<file path="config.mk">
export PLATFORM = sky130hd
export DESIGN_NAME = seg_scan_mux
export DESIGN_NICKNAME = d
export VERILOG_FILES = /design/src/rtl/seg_scan_mux.sv
export SDC_FILE = /design/constraint.sdc
export NUM_CORES = 1
export LEC_CHECK = 0
export BUFFER_PORTS_ARGS = -buffer_cell sky130_fd_sc_hd__clkbuf_2
export CORE_UTILIZATION = 48
export CTS_CLUSTER_DIAMETER = 200
export DETAILED_ROUTE_END_ITERATION = 16
export PLACE_DENSITY = 0.79
export SETUP_SLACK_MARGIN = 0.1
export SYNTH_ARGS = -nofsm -noshare
export SYNTH_HDL_FRONTEND = slang
export SYNTH_SLANG_ARGS = --single-unit
</file>
<file path="constraint.sdc">
create_clock -name CLK -period 2.7 [get_ports CLK]
set_clock_uncertainty 0.15 [all_clocks]
set_input_delay 0.54 -clock CLK [delete_from_list [all_inputs] [get_ports CLK]]
set_output_delay 0.54 -clock CLK [all_outputs]
set_load 0.03 [all_outputs]
</file>
<file path="src/rtl/seg_scan_mux.sv">
// Time-multiplexed 7-segment scan driver: one shared segment bus, one-hot anodes, blanking gap between digits.
// Latency: all outputs registered; a digit's pattern is latched on the BLANK->SHOW edge and visible the next cycle.
// Backpressure: none; En=0 freezes state and outputs, and FrameDone reads 0 while frozen.
module seg_scan_mux #(
   parameter int NUM_DIGITS    = 4,
   parameter int PRESCALE      = 1000,
   parameter int BLANK_CYCLES  = 2,
   parameter bit AN_ACTIVE_LOW = 1'b1
) (
   input  logic                          CLK,
   input  logic                          Reset,
   input  logic                          En,
   input  logic                          Type,
   input  logic [8*NUM_DIGITS-1:0]       SegIn,
   input  logic [NUM_DIGITS-1:0]         DigitEn,
   output logic [7:0]                    SEG,
   output logic [NUM_DIGITS-1:0]         AN,
   output logic [$clog2(NUM_DIGITS)-1:0] DigitSel,
   output logic                          FrameDone
);

   // Counter covers the longer of the two phases.
   localparam int CMAX = (PRESCALE > BLANK_CYCLES) ? PRESCALE : BLANK_CYCLES;
   localparam int CW   = (CMAX > 1) ? $clog2(CMAX) : 1;
   localparam int IW   = $clog2(NUM_DIGITS);

   localparam logic [CW-1:0] BLANK_LAST = CW'(BLANK_CYCLES - 1);
   localparam logic [CW-1:0] SHOW_LAST  = CW'(PRESCALE - 1);
   localparam logic [IW-1:0] IDX_LAST   = IW'(NUM_DIGITS - 1);

   // Level that drives every anode inactive.
   localparam logic [NUM_DIGITS-1:0] AN_OFF = {NUM_DIGITS{AN_ACTIVE_LOW}};

   typedef enum logic {
      ST_BLANK = 1'b0,
      ST_SHOW  = 1'b1
   } state_t;

   state_t                 state_q;
   logic [CW-1:0]          cnt_q;
   logic [CW-1:0]          cnt_d;
   logic [IW-1:0]          idx_q;
   logic [IW-1:0]          idx_d;
   logic                   idx_last;
   logic [7:0]             seg_q;
   logic [NUM_DIGITS-1:0]  an_q;
   logic                   frame_done_q;
   logic [NUM_DIGITS-1:0]  onehot;
   logic [7:0]             seg_sel;

   // Next-count, wrapping digit index (explicit compare so non-power-of-2 counts never reach NUM_DIGITS), and slot data mux.
   always_comb begin
      cnt_d    = cnt_q + 1'b1;
      idx_last = (idx_q == IDX_LAST);
      idx_d    = idx_last ? '0 : idx_q + 1'b1;
      onehot   = {{(NUM_DIGITS-1){1'b0}}, 1'b1} << idx_q;
      seg_sel  = SegIn[8*idx_q +: 8];
   end

   // Scan FSM with registered segment/anode/frame outputs; reset wins over En.
   always_ff @(posedge CLK) begin
      if (Reset) begin
         state_q      <= ST_BLANK;
         cnt_q        <= '0;
         idx_q        <= '0;
         seg_q        <= {8{Type}};
         an_q         <= AN_OFF;
         frame_done_q <= 1'b0;
      end else if (!En) begin
         frame_done_q <= 1'b0;
      end else begin
         frame_done_q <= 1'b0;
         case (state_q)
            ST_BLANK: begin
               an_q  <= AN_OFF;
               seg_q <= {8{Type}};
               if (cnt_q == BLANK_LAST) begin
                  state_q <= ST_SHOW;
                  cnt_q   <= '0;
                  // Disabled digits spend their slot dark rather than being skipped, keeping frame timing fixed.
                  if (DigitEn[idx_q]) begin
                     seg_q <= seg_sel;
                     an_q  <= onehot ^ AN_OFF;
                  end
               end else begin
                  cnt_q <= cnt_d;
               end
            end
            ST_SHOW: begin
               // Segment/anode registers hold the values latched at slot start.
               if (cnt_q == SHOW_LAST) begin
                  state_q      <= ST_BLANK;
                  cnt_q        <= '0;
                  an_q         <= AN_OFF;
                  seg_q        <= {8{Type}};
                  idx_q        <= idx_d;
                  frame_done_q <= idx_last;
               end else begin
                  cnt_q <= cnt_d;
               end
            end
            default: begin
               state_q <= ST_BLANK;
               cnt_q   <= '0;
               an_q    <= AN_OFF;
               seg_q   <= {8{Type}};
            end
         endcase
      end
   end

   assign SEG       = seg_q;
   assign AN        = an_q;
   assign DigitSel  = idx_q;
   assign FrameDone = frame_done_q;

endmodule

</file>
==> results.cfg <==
[critical_path]
max_stage_delay_ns = 0.57
path_cells = or2_4 > nor4_2 > and4b_1 > mux2_2
path_max_fanout = 12
rr_startpoint = cnt_q[4]
crit_slowest_cell = and4b_1
cp.required_ns = 2.62
startpoint_type = register
r2r_cells = 4
crit_path_end_kind = register
rrSetupSlack_ns = 0.42
critPathBufInv = 0
worstPathArrival_ns = 2.21
crit_family = simple AND/OR/NAND/NOR gates
crit_type = register to register
worstReg2RegEnd = SEG[0]

[synthesis]
netlist.area_leader.share_pct = 25.6
ys_top_cells_by_area = dfxtp_1 (26%), edfxtp_1 (17%), mux4_2 (14%)
ys_warn_count = 0
postSynthCellCount = 122
synth.avg_cell_area_sq_um = 11.5
syn-cell-area_sq_um = 1410
post-synth-top-area-cell = dfxtp_1
ys_seq_area_share_pct = 42.7
synth_most_common_cell = dfxtp_1
synth_edf_count = 8
synthTopCellsByCount = dfxtp_1 (18), nor2_1 (12), mux4_2 (9)
syn-num-nets = 168
synthFlopType = dfxtp_1
yosys_register_bits = 26
synth.distinct_cells = 34
async_reset_ff_share_pct = 0

[drt]
drc = 0
via_per_inst = 5.58
wl_per_cell_um = 14.4
drtPass1Iterations = 4
detail-route-antenna-nets = 0
via_count = 1161
dr.first_iter.drc_count = 17
routed_wl_um = 2990

[hold_path]
hold_path_depth = 2
worstHoldPathType = register to register
worstHoldEndpoint = cnt_q[1]
worstHoldStart = cnt_q[1]

[power_and_ir_drop]
powerDensity_nw_per_um2 = 411
peakVddDrop_uv = 253
leakagePower_nw = 0.718

[timing]
rsz0062_at_grt = no
slew_violations = 0
hold_viol_final = 0
max-slew-margin-rel_pct = 66.1
setup_viol = 0
min_period_ns = 2.28
min_period_over_period_pct = 84.6
timing.fmax_mhz = 438
tightest_slew_ns = 0.509
setup-tns-final_ns = 0

[floorplan]
num_io_pins = 55
die_area_sq_um = 3150
die_x_um = 56.2
die_height_um = 56.2
rows = 19
core_area_sq_um = 2760
start_util_pct = 51.0

[layout]
syn_to_final_growth_pct = 23.5
fin_area_sq_um = 1740
postLayoutCoreUtil_pct = 63.0
num-fill-cells = 241
nets = 224
n_antenna_cell = 0
layout-drive-gt1-share_pct = 46.9

[place]
place.gp.congestion = 0.754
place_area_sq_um = 1710
dp_hpwl_um = 2380
io_buffers = 54

[clocking]
cts_root_buf = clkbuf_4
clkLatencyLatePin_ns = 0.31
cts_buffers = 3
clockBufferDepth = 2
tritoncts = done
cts.sink_count = 26
cts_hold_buffers = 0
cts_max_level = 1
path_clk_slew_ns = 0.14
post_cts_buffers = 0
cts_resized = 0

[global_route]
grt_pass1_wl_um = 5150
gr-total-overflow = 0
grt_pass1_vias = 1217
grt_usage_pct = 20.3
grt_max_degree = 15
antenna_found_initial = 0

[flow_run]
cap_viol_max_count = 0

[outcome]
status = finished clean
## power breakdown
group	switching (W)	internal (W)	total, W	leakage, nW
Clock	0.000109	0.0000576	0.000166	0.0150
Sequential	0.00000870	0.000420	0.000429	0.227
Combinational	0.0000633	0.0000559	0.000119	0.476
Total	0.000180	0.000534	0.000714	0.718
## worst max-delay path by stage
| stage | start | end | depth (start not counted) |
|---|---|---|---|
| 2_1_floorplan | DigitSel[0] | SEG[0] | 3 |
| 3_3_place_gp | cnt_q[3] | SEG[4] | 4 |
| 3_5_place_dp | cnt_q[3] | SEG[2] | 4 |
| 4_1_cts | cnt_q[3] | SEG[0] | 4 |
| 5_1_grt | cnt_q[4] | SEG[0] | 4 |
| 6_report | cnt_q[4] | SEG[0] | 4 |
## metal layers
metal	routed length [um]	vias up	global-route usage (%)
li1	-	564	-
met1	1230	549	23.3
met2	1540	40	37.4
met3	159	8	3.49
met4	57	0	7.67
met5	0	-	0
## cell usage in the layout (no fill, tap or decap), types with 3 or more instances in the layout
master    instances
a31oi_1           4
buf_4             3
clkbuf_2         54
clkbuf_4          3
dfxtp_1          18
edfxtp_1          8
ha_1              6
inv_1             4
mux2_2            8
mux4_2            9
nand2_1           8
nand3_1           3
nor2_1           12
nor3_1            6
xnor2_1           5
xor2_1            4
## cell families after synthesis
logic type	after synthesis	share of synthesized area, %
flops	26	42.7
xor+xnor	9	5.60
simple gates	44	17.2
compound gates	10	5.42
fa+ha+maj	6	5.33
mux	17	20.8
buf+inv	10	3.02
## stage by stage
step                      cells  hold slack, ns  worst slack, ns  total power [W]
after global routing        208           0.407            0.316         0.000749
after CTS                   208           0.378            0.421         0.000721
after detailed placement    204           0.360            0.427         0.000558
after global placement      204           0.349            0.513         0.000553
final                       208           0.376            0.416         0.000714
after floorplan             122           0.333            0.400         0.000509
## cell type report
cell class                 instances  area [sq um]  share of cell area (%)
sequential                        26           601                    34.6
clock buffer                       4          26.3                    1.51
tap                               31          38.8                    2.23
timing repair buffer              57           293                    16.8
multi-input combinational         86           764                    44.0
inverter                           4          15.0                   0.864
## sequential cells by signal (all words and copies together) (netlist names)
signal / flops
FrameDone: 1
DigitSel: 2
state_q: 1
SEG: 8
cnt_q: 10
AN: 4
## tightest hold or removal path, stage by stage, from the launching register on
cell	delay, ns
dfxtp_1	0.36
nor2_1	0.09
a211oi_1	0.05
Note: power is estimated with default switching activity, not from simulation.
